$ cat src/rtl/timer_deadline_scheduler_if.sv
// Arm/cancel request bus between deadline requesters and the scheduler.
// Deadlines are packed per channel, channel c at [c*TIME_WIDTH +: TIME_WIDTH].
interface timer_deadline_scheduler_if #(
  parameter int NR_CHAN    = 4,
  parameter int TIME_WIDTH = 64
);
  logic [NR_CHAN-1:0]            arm_valid;
  logic [NR_CHAN*TIME_WIDTH-1:0] arm_deadline;
  logic [NR_CHAN-1:0]            arm_ready;
  logic [NR_CHAN-1:0]            cancel;

  modport master (output arm_valid, arm_deadline, cancel, input arm_ready);
  modport slave  (input arm_valid, arm_deadline, cancel, output arm_ready);
endinterface

$ cat src/rtl/timer_deadline_scheduler.sv
// Multiplexes NR_CHAN deadline requesters onto one time base: holds one deadline per channel,
// scans sequentially for the earliest pending one and pulses fire_o when time_i reaches it.
module timer_deadline_scheduler #(
  parameter int NR_CHAN    = 4,
  parameter int TIME_WIDTH = 64
) (
  input  logic                       clk_i,
  input  logic                       rst_ni,
  input  logic [TIME_WIDTH-1:0]      time_i,
  timer_deadline_scheduler_if.slave  arm_if,
  output logic [NR_CHAN-1:0]         fire_o,
  output logic [NR_CHAN-1:0]         pending_o,
  output logic                       next_valid_o,
  output logic [TIME_WIDTH-1:0]      next_deadline_o,
  output logic [$clog2(NR_CHAN)-1:0] next_id_o
);
  localparam int IDX_W = $clog2(NR_CHAN);
  localparam logic [IDX_W:0]   CHAN_L   = (IDX_W+1)'(NR_CHAN);
  localparam logic [IDX_W-1:0] LAST_IDX = IDX_W'(NR_CHAN-1);

  localparam logic [1:0] ST_IDLE = 2'd0;
  localparam logic [1:0] ST_SCAN = 2'd1;
  localparam logic [1:0] ST_WAIT = 2'd2;
  localparam logic [1:0] ST_FIRE = 2'd3;

  logic [1:0]            r_state, w_state_nxt;
  logic [IDX_W-1:0]      r_idx, r_rr_ptr, r_next_id, r_min_id, w_cand_id, w_gidx;
  logic [NR_CHAN-1:0]    r_pending, w_pending_nxt, r_fire, w_grant;
  logic [TIME_WIDTH-1:0] r_deadline [NR_CHAN];
  logic [TIME_WIDTH-1:0] r_min_dl, w_cand_dl, r_next_deadline;
  logic                  r_min_found, w_cand_found, r_next_valid;
  logic                  w_arm_acc, w_cancel_evt, w_restart, w_to_fire, w_scan_done;
  logic [IDX_W:0]        w_rot;

  // Round-robin arm grant starting at the channel after the last grant; none while firing.
  always_comb begin
    w_arm_acc = 1'b0;
    w_gidx    = '0;
    w_rot     = '0;
    if (r_state != ST_FIRE) begin
      for (int k = 0; k < NR_CHAN; k++) begin
        w_rot = {1'b0, r_rr_ptr} + (IDX_W+1)'(k);
        w_rot = (w_rot >= CHAN_L) ? (w_rot - CHAN_L) : w_rot;
        if (!w_arm_acc && arm_if.arm_valid[w_rot[IDX_W-1:0]]) begin
          w_arm_acc = 1'b1;
          w_gidx    = w_rot[IDX_W-1:0];
        end else begin
          w_arm_acc = w_arm_acc;
        end
      end
    end else begin
      w_arm_acc = 1'b0;
    end
    w_grant = w_arm_acc ? (NR_CHAN'(1) << w_gidx) : '0;
  end

  assign arm_if.arm_ready = w_grant;
  assign w_cancel_evt     = (r_state != ST_FIRE) && (|(arm_if.cancel & r_pending));
  assign w_restart        = w_arm_acc | w_cancel_evt;

  // Pending update: cancel is ignored while firing, an arm beats a same-cycle cancel.
  always_comb begin
    w_pending_nxt = r_pending;
    if (r_state != ST_FIRE) begin
      w_pending_nxt = (r_pending & ~arm_if.cancel) | w_grant;
    end else begin
      w_pending_nxt = r_pending;
    end
    if (w_to_fire) begin
      w_pending_nxt[r_next_id] = 1'b0;
    end else begin
      w_pending_nxt = w_pending_nxt;
    end
  end

  // Running minimum for the channel under scan; strict < keeps the lowest index on ties.
  always_comb begin
    w_cand_found = r_min_found;
    w_cand_dl    = r_min_dl;
    w_cand_id    = r_min_id;
    if (r_pending[r_idx] && (!r_min_found || (r_deadline[r_idx] < r_min_dl))) begin
      w_cand_found = 1'b1;
      w_cand_dl    = r_deadline[r_idx];
      w_cand_id    = r_idx;
    end else begin
      w_cand_found = r_min_found;
    end
  end

  // Next-state logic; an arm or a cancel of a pending channel always restarts the scan.
  always_comb begin
    w_state_nxt = r_state;
    w_to_fire   = 1'b0;
    w_scan_done = 1'b0;
    case (r_state)
      ST_IDLE: w_state_nxt = w_restart ? ST_SCAN : ST_IDLE;
      ST_SCAN: begin
        if (w_restart) begin
          w_state_nxt = ST_SCAN;
        end else if (r_idx == LAST_IDX) begin
          w_scan_done = 1'b1;
          w_state_nxt = w_cand_found ? ST_WAIT : ST_IDLE;
        end else begin
          w_state_nxt = ST_SCAN;
        end
      end
      ST_WAIT: begin
        if (w_restart) begin
          w_state_nxt = ST_SCAN;
        end else if (time_i >= r_next_deadline) begin
          w_state_nxt = ST_FIRE;
          w_to_fire   = 1'b1;
        end else begin
          w_state_nxt = ST_WAIT;
        end
      end
      ST_FIRE: w_state_nxt = ST_SCAN;
      default: w_state_nxt = ST_IDLE;
    endcase
  end

  // State, scan bookkeeping, result registers and stored deadlines.
  always_ff @(posedge clk_i or negedge rst_ni) begin
    if (!rst_ni) begin
      r_state         <= ST_IDLE;
      r_pending       <= '0;
      r_fire          <= '0;
      r_idx           <= '0;
      r_rr_ptr        <= '0;
      r_min_found     <= 1'b0;
      r_min_dl        <= '0;
      r_min_id        <= '0;
      r_next_valid    <= 1'b0;
      r_next_deadline <= '0;
      r_next_id       <= '0;
      for (int c = 0; c < NR_CHAN; c++) r_deadline[c] <= '0;
    end else begin
      r_state   <= w_state_nxt;
      r_pending <= w_pending_nxt;
      r_fire    <= w_to_fire ? (NR_CHAN'(1) << r_next_id) : '0;
      if ((r_state == ST_SCAN) && !w_restart) begin
        r_idx       <= r_idx + IDX_W'(1);
        r_min_found <= w_cand_found;
        r_min_dl    <= w_cand_dl;
        r_min_id    <= w_cand_id;
      end else begin
        r_idx       <= '0;
        r_min_found <= 1'b0;
      end
      if (w_scan_done) begin
        r_next_valid <= w_cand_found;
        if (w_cand_found) begin
          r_next_deadline <= w_cand_dl;
          r_next_id       <= w_cand_id;
        end
      end
      if (w_arm_acc) begin
        r_rr_ptr <= (w_gidx == LAST_IDX) ? '0 : (w_gidx + IDX_W'(1));
      end
      for (int c = 0; c < NR_CHAN; c++) begin
        if (w_grant[c]) r_deadline[c] <= arm_if.arm_deadline[c*TIME_WIDTH +: TIME_WIDTH];
      end
    end
  end

  assign fire_o          = r_fire;
  assign pending_o       = r_pending;
  assign next_valid_o    = r_next_valid;
  assign next_deadline_o = r_next_deadline;
  assign next_id_o       = r_next_id;
endmodule

$ cat src/flat_wrapper.sv
// flat-port wrapper written by rule: the top's interface ports become plain ports
module timer_deadline_scheduler_flat 
#(
  parameter int NR_CHAN    = 4,
  parameter int TIME_WIDTH = 64
)
  (clk_i, rst_ni, time_i, fire_o, pending_o, next_valid_o, next_deadline_o, next_id_o, arm_if_arm_valid, arm_if_arm_deadline, arm_if_cancel, arm_if_arm_ready);
  timer_deadline_scheduler_if #(.NR_CHAN(NR_CHAN), .TIME_WIDTH(TIME_WIDTH)) arm_if_i ();
  input  logic clk_i;
  input  logic rst_ni;
  input  logic [TIME_WIDTH-1:0] time_i;
  output logic [NR_CHAN-1:0] fire_o;
  output logic [NR_CHAN-1:0] pending_o;
  output logic next_valid_o;
  output logic [TIME_WIDTH-1:0] next_deadline_o;
  output logic [$clog2(NR_CHAN)-1:0] next_id_o;
  input wire logic [$bits(arm_if_i.arm_valid)-1:0] arm_if_arm_valid;
  input wire logic [$bits(arm_if_i.arm_deadline)-1:0] arm_if_arm_deadline;
  input wire logic [$bits(arm_if_i.cancel)-1:0] arm_if_cancel;
  output wire logic [$bits(arm_if_i.arm_ready)-1:0] arm_if_arm_ready;
  assign arm_if_i.arm_valid = arm_if_arm_valid;
  assign arm_if_i.arm_deadline = arm_if_arm_deadline;
  assign arm_if_i.cancel = arm_if_cancel;
  assign arm_if_arm_ready = arm_if_i.arm_ready;
  timer_deadline_scheduler #(.NR_CHAN(NR_CHAN), .TIME_WIDTH(TIME_WIDTH)) u_core (.clk_i(clk_i), .rst_ni(rst_ni), .time_i(time_i), .arm_if(arm_if_i), .fire_o(fire_o), .pending_o(pending_o), .next_valid_o(next_valid_o), .next_deadline_o(next_deadline_o), .next_id_o(next_id_o));
endmodule
$ cat config.mk
export PLATFORM = sky130hd
export DESIGN_NAME = timer_deadline_scheduler_flat
export DESIGN_NICKNAME = d
export VERILOG_FILES = /design/src/rtl/timer_deadline_scheduler_if.sv /design/src/rtl/timer_deadline_scheduler.sv /design/src/flat_wrapper.sv
export SDC_FILE = /design/constraint.sdc
export NUM_CORES = 1
export LEC_CHECK = 0
export ABC_AREA = 1
export CORE_MARGIN = 2
export CORE_UTILIZATION = 41
export DETAILED_ROUTE_END_ITERATION = 8
export PLACE_DENSITY = 0.74
export SETUP_SLACK_MARGIN = 0.3
export SYNTH_ARGS = -nofsm -noshare
export SYNTH_HDL_FRONTEND = slang
export SYNTH_SLANG_ARGS = --single-unit
$ cat constraint.sdc
create_clock -name clk_i -period 4.25 [get_ports clk_i]
set_input_delay 0.6375 -clock clk_i [delete_from_list [all_inputs] [get_ports clk_i]]
set_output_delay 0.6375 -clock clk_i [all_outputs]
set_load 0.03 [all_outputs]
After elaboration in Yosys (flattened, before gate mapping). Index checks and enable logic that the tools add are counted.

Register bits: 404. Bits of input ports: 330. Output and inout port bits: 79.

Add/subtract/negate cells: 9. Order comparisons: 14. Equality and inequality tests: 6. Shifts and indexed selects: 2. Mux-type cells: 55. Bitwise logic cells: 8. Reduce and logical (&&, ||, !) cells: 16.

Operators by type and width (number): 64-bit 2-to-1 mux (3); 64-bit binary-select mux with 2-bit select (1); 64-bit greater-or-equal comparator (1); 64-bit < comparator (1); 2-bit 2-to-1 mux (16); 1-bit 2-to-1 mux (24); 2-bit by 3-bit < comparator with 1-bit output, second input constant (6); 4-bit 2-to-1 mux (4); 4-bit AND (3); 3-bit greater-or-equal comparator, second input constant (4); 1-bit binary-select mux with 2-bit select (5); 2-bit equality test, second input constant (4); 4-bit NOT (2); 2-bit one-hot mux with 4 select lines (1); 1-bit by 2-bit << shifter with 4-bit output, first input constant (2); 2-bit by 1-bit subtractor with 2-bit output, second input constant (4); 1-bit logical AND (7); 2-bit by 2-bit adder with 3-bit output, second input constant (2); 1-bit zero test (5); 2-bit by 1-bit adder with 2-bit output, second input constant (2); 4-bit OR (1); 4-bit OR reduction (1); 2-bit by 1-bit adder with 3-bit output, second input constant (1); 2-bit by 3-bit greater-or-equal comparator with 1-bit output, second input constant (1); 9 further kinds (9).

Logic depth before layout (Yosys ltp).
Word-level depth: 24. Depth in mapped cells: 25. Mapped depth without buffers: 22.

Worst setup path before layout. No wires, ideal clock.

Path type: flip-flop to flip-flop. From: reg u_core.r_idx[0]. To: reg u_core.r_min_dl[24]. Arrival time: 3249 ps. Required time: 4132 ps. Slack: 883 ps. Cell stages (with the launch flop): 22. Cells stage by stage: dfrtp_1 inv_2 clkbuf_1 clkbuf_1 buf_1 nand2_1 a32oi_1 ha_1 a21oi_1 o21a_1 o221ai_1 nor2b_1 nor2_1 nor2_1 nor2_1 nand2_1 nand2_1 buf_2 buf_2 nand3_1 nand3_1 nand2_1.

Word-level cells in the longest chain between the ends: 8. Elaborated cells on any way between the ends: 10. Those cells by class: 1 x order compare; 6 x mux; 1 x bitwise; 2 x reduce/logical.

RTL lines: start: declaration (line timer_deadline_scheduler.sv:27) `logic [IDX_W-1:0] r_idx, r_rr_ptr, r_next_id, r_min_id, w_cand_id, w_gidx;`; start signal: assignment (line timer_deadline_scheduler.sv:142) `r_idx <= r_idx + IDX_W'(1);`; 2-bit NOT with 3-bit output (implied by the code) (line timer_deadline_scheduler.sv:81, timer_deadline_scheduler.sv:83); 64-bit binary-select mux with 2-bit select (line timer_deadline_scheduler.sv:81, timer_deadline_scheduler.sv:83); 64-bit 2-to-1 mux (implied by the code) (2 in a row) (line timer_deadline_scheduler.sv:81, timer_deadline_scheduler.sv:83); 64-bit < comparator (line timer_deadline_scheduler.sv:81) `if (r_pending[r_idx] && (!r_min_found || (r_deadline[r_idx] < r_min_dl))) begin`; 1-bit logical OR (line timer_deadline_scheduler.sv:81); 1-bit logical AND (line timer_deadline_scheduler.sv:81); 64-bit 2-to-1 mux * (line timer_deadline_scheduler.sv:81); end signal: assignment (line timer_deadline_scheduler.sv:144) `r_min_dl <= w_cand_dl;`; end: declaration (line timer_deadline_scheduler.sv:30) `logic [TIME_WIDTH-1:0] r_min_dl, w_cand_dl, r_next_deadline;`.

Mark *: on every way between the ends. The rest lies on a longest branch, timed or not. The select of a mux whose other input is x is not followed. A chain may end at the register's enable or synchronous reset.

Worst setup path in the final report.
From: reg u_core.r_idx[0]. To: reg u_core.r_next_deadline[59], in the netlist u_core.next_deadline_o[59].

Word-level cells in the longest chain between the ends: 9. Elaborated cells on any way between the ends: 16. Those cells by class: 1 x order compare; 1 x eq/ne; 10 x mux; 1 x bitwise; 3 x reduce/logical.

RTL lines: 2-bit NOT with 3-bit output (implied by the code) (line timer_deadline_scheduler.sv:81, timer_deadline_scheduler.sv:83); 64-bit binary-select mux with 2-bit select (line timer_deadline_scheduler.sv:81, timer_deadline_scheduler.sv:83); 64-bit 2-to-1 mux (implied by the code) (2 in a row) (line timer_deadline_scheduler.sv:81, timer_deadline_scheduler.sv:83); 64-bit < comparator (line timer_deadline_scheduler.sv:81); 1-bit logical OR (line timer_deadline_scheduler.sv:81); 1-bit logical AND (line timer_deadline_scheduler.sv:81); 1-bit 2-to-1 mux (line timer_deadline_scheduler.sv:81); 2-bit AND reduction (no source line); end signal: assignment (line timer_deadline_scheduler.sv:153) `r_next_deadline <= w_cand_dl;`; end: declaration (line timer_deadline_scheduler.sv:30).

Parallel ways exist; a longest one is shown, timed or not. The select of a mux whose other input is x is not followed.

==> run summary <==
first-pass detailed-route iteration total = 9
Worst Path Arrival = 4110 ps
Fill cells = 4,869
gpl congestion = 0.840
total number of vias = 20,300
number of post-CTS setup repair buffers = 0
Final #Nets = 3,661
initial antenna violation count = 9
post-synthesis sequential area ratio = 46.8%
clock buffer depth = 3
DRT Wirelength = 71.7 mm
Final Hold Viols = 0
crit path kind = reg -> reg
Setup crit start kind = register
max_slew headroom = 31.6%
area of the die = 54,600 um2
Clock Latency Late Sink = 580 ps
most common cell after layout, fill and taps aside = nand2_1
Setup Total Neg Slack = 0 ps
leakage = 14.3 nW
drt drc = 0
# H-tree levels = 2
Starting DRT DRC Count = 1,670
clk_skew = 22.7 ps
area delta synth->final = 29.4%
ys flop type = dfrtp_1
GRT overflow = 0
Overall Global Routing Usage = 26.1%
Critical Path Sink Type = register
dpl hpwl = 49.4 mm
Max Cap Viol = 0
Data required, critical path = 4710 ps
Post-Syn Area = 21,600 um2
clock sink count = 404
ANT nets after route = 0
post-synthesis cell count = 2,846
Via density = 5.16
placed cells = 3,839
Tmin final = 3650 ps
CTS buffer count = 45
Die Y-Extent = 234 um
first-pass GRT wire length = 110 mm
# rows = 84
most frequent cells in the layout = nand2_1, clkdlybuf4s50_1, dfrtp_1
Syn. warnings = 0
layout cells sized above 1 = 4.64%
Chip Width = 234 um
Synth Net Count = 3,308
Avg Cell Area, Syn = 7.60 um2
period utilization = 85.8%
root buffer cell = clkbuf_16
post-route insts no fill = 3,928
fin util = 53.4%
fin. max-slew vios = 0
critical path fanouts, max = 34
EDFF count, synth = 0
f_max = 0.274 GHz
post-synth cell types = 41
Starting Density = 41.3%
final worst setup slack = 602 ps
outcome = finished clean
largest net degree at the start of global routing = 111
# port buffers = 408
Worst-Margin Slew = 1030 ps
Pwr Density = 811 nW/um2
CTS clock-pin slew for the worst setup and hold paths = 60 ps
Async SR Flop Fraction = 100%
VDD IR max = 0.00110 V
# IOs = 409
Tot Pwr = 22.7 mW
vias in the first global route = 19,800
wire per inst = 18.3 um
final setup vio count = 0
core area = 52,300 um2
#FFs+latches synth = 404
worst slack at placement = 287 ps
CTS tree = built
RSZ-0062 raised after global routing = yes
Hold Path Class = in -> async
==> synthesized netlist by cell type (6+ instances only) <==
library cell,number,share of area [%]
buf_1,10,0.17
a211oi_1,6,0.21
buf_2,66,1.5
inv_2,9,0.16
ha_1,132,7.6
dfrtp_1,404,47
nor3_1,10,0.23
buf_6,10,0.52
clkbuf_1,60,1.0
a32oi_1,63,2.6
o21a_1,10,0.35
nor2_1,34,0.59
inv_1,223,3.9
o21ai_0,15,0.35
nand4_1,14,0.41
a21oi_1,119,2.8
nand2_1,1415,25
nand3_1,205,4.7
==> sequential cells by signal (all words and copies together) (netlist names) <==
name,count
u_core.fire_o,4
u_core.next_deadline_o,64
u_core.next_id_o,2
u_core.next_valid_o,1
u_core.pending_o,4
u_core.r_deadline,256
u_core.r_idx,2
u_core.r_min_dl,64
u_core.r_min_found,1
u_core.r_min_id,2
u_core.r_rr_ptr,2
u_core.r_state,2
==> through the flow <==
step	area [um2]	hold WS, ps
6_report	28000	129
5_1_grt	28000	217
4_1_cts	27900	177
3_5_place_dp	26400	465
3_3_place_gp	26400	462
2_1_floorplan	21600	342
==> layer usage <==
metal / GRT usage (%) / up-vias / part of all wire, %
met5: 0 / - / 0.018
met4: 10.5 / 2 / 3.8
met3: 4.74 / 137 / 7.6
met2: 42.2 / 789 / 47
met1: 34.5 / 9585 / 42
li1: - / 9769 / -
==> logic make-up (layout without fill, tap and decap cells) <==
family                     count (synthesis)  in the layout  share of synthesized area [%]
buffers and inverters                    380            766                           7.36
other                                      0              8                              0
DFF                                      404            404                           46.8
adders and majority gates                132            132                           7.64
and+or+nand+nor                         1692           1692                           31.1
muxes                                      3              3                          0.139
xor gates and xnor gates                   2              2                         0.0810
AOI/OAI and AO/OA                        233            233                           6.97
==> cell type report <==
cell class	count	area [um2]	share of cell area, %
sequential	404	10100	36.2
multi-input combinational	2062	9960	35.6
timing repair buffer	454	4670	16.7
clock buffer	68	1370	4.88
inverter	232	878	3.14
tap	688	861	3.08
clock inverter	12	98.8	0.353
antenna	8	20.0	0.0716
==> what timing repair did <==
action                     in CTS  in global routing
pin swaps                       0                  1
gates resized for setup         1                  9
hold buffers                    0                  0
setup endpoints to repair      86                134
gates cloned                    0                  1
==> worst max-delay path: stages (launching register included) <==
cell,delay (ps)
dfrtp_4,520
inv_6,240
buf_16,220
nand2_1,80
a32oi_1,340
ha_1,200
nand4_1,160
nor3_1,310
nand2_1,140
nor3_2,210
nand2_1,120
nand2_1,100
nand2_1,60
nand2_1,70
nand2_2,90
nand2_2,130
buf_12,230
nand2_1,100
nand3_1,130
nand2_1,70
==> worst paths after layout <==
check	from	endpoint	slack, ps	cells past startpoint
min in group clk_i	u_core.r_deadline[191]	u_core.r_deadline[191]	480	2
worst min register to register	u_core.r_deadline[191]	u_core.r_deadline[191]	480	2
worst max register to register	u_core.r_idx[0]	u_core.next_deadline_o[59]	600	19
worst min-delay path	rst_ni	u_core.fire_o[1]	130	1
worst max-delay path	u_core.r_idx[0]	u_core.next_deadline_o[59]	600	19
max in group asynchronous	rst_ni	u_core.next_deadline_o[35]	3150	2
==> power by group <==
group	internal (mW)	switching (mW)	total, mW
sequential	5.52	0.923	6.45
combinational	3.91	8.44	12.4
clock	2.28	1.62	3.89
total	11.7	11.0	22.7
(Power assumes the default switching activity.)
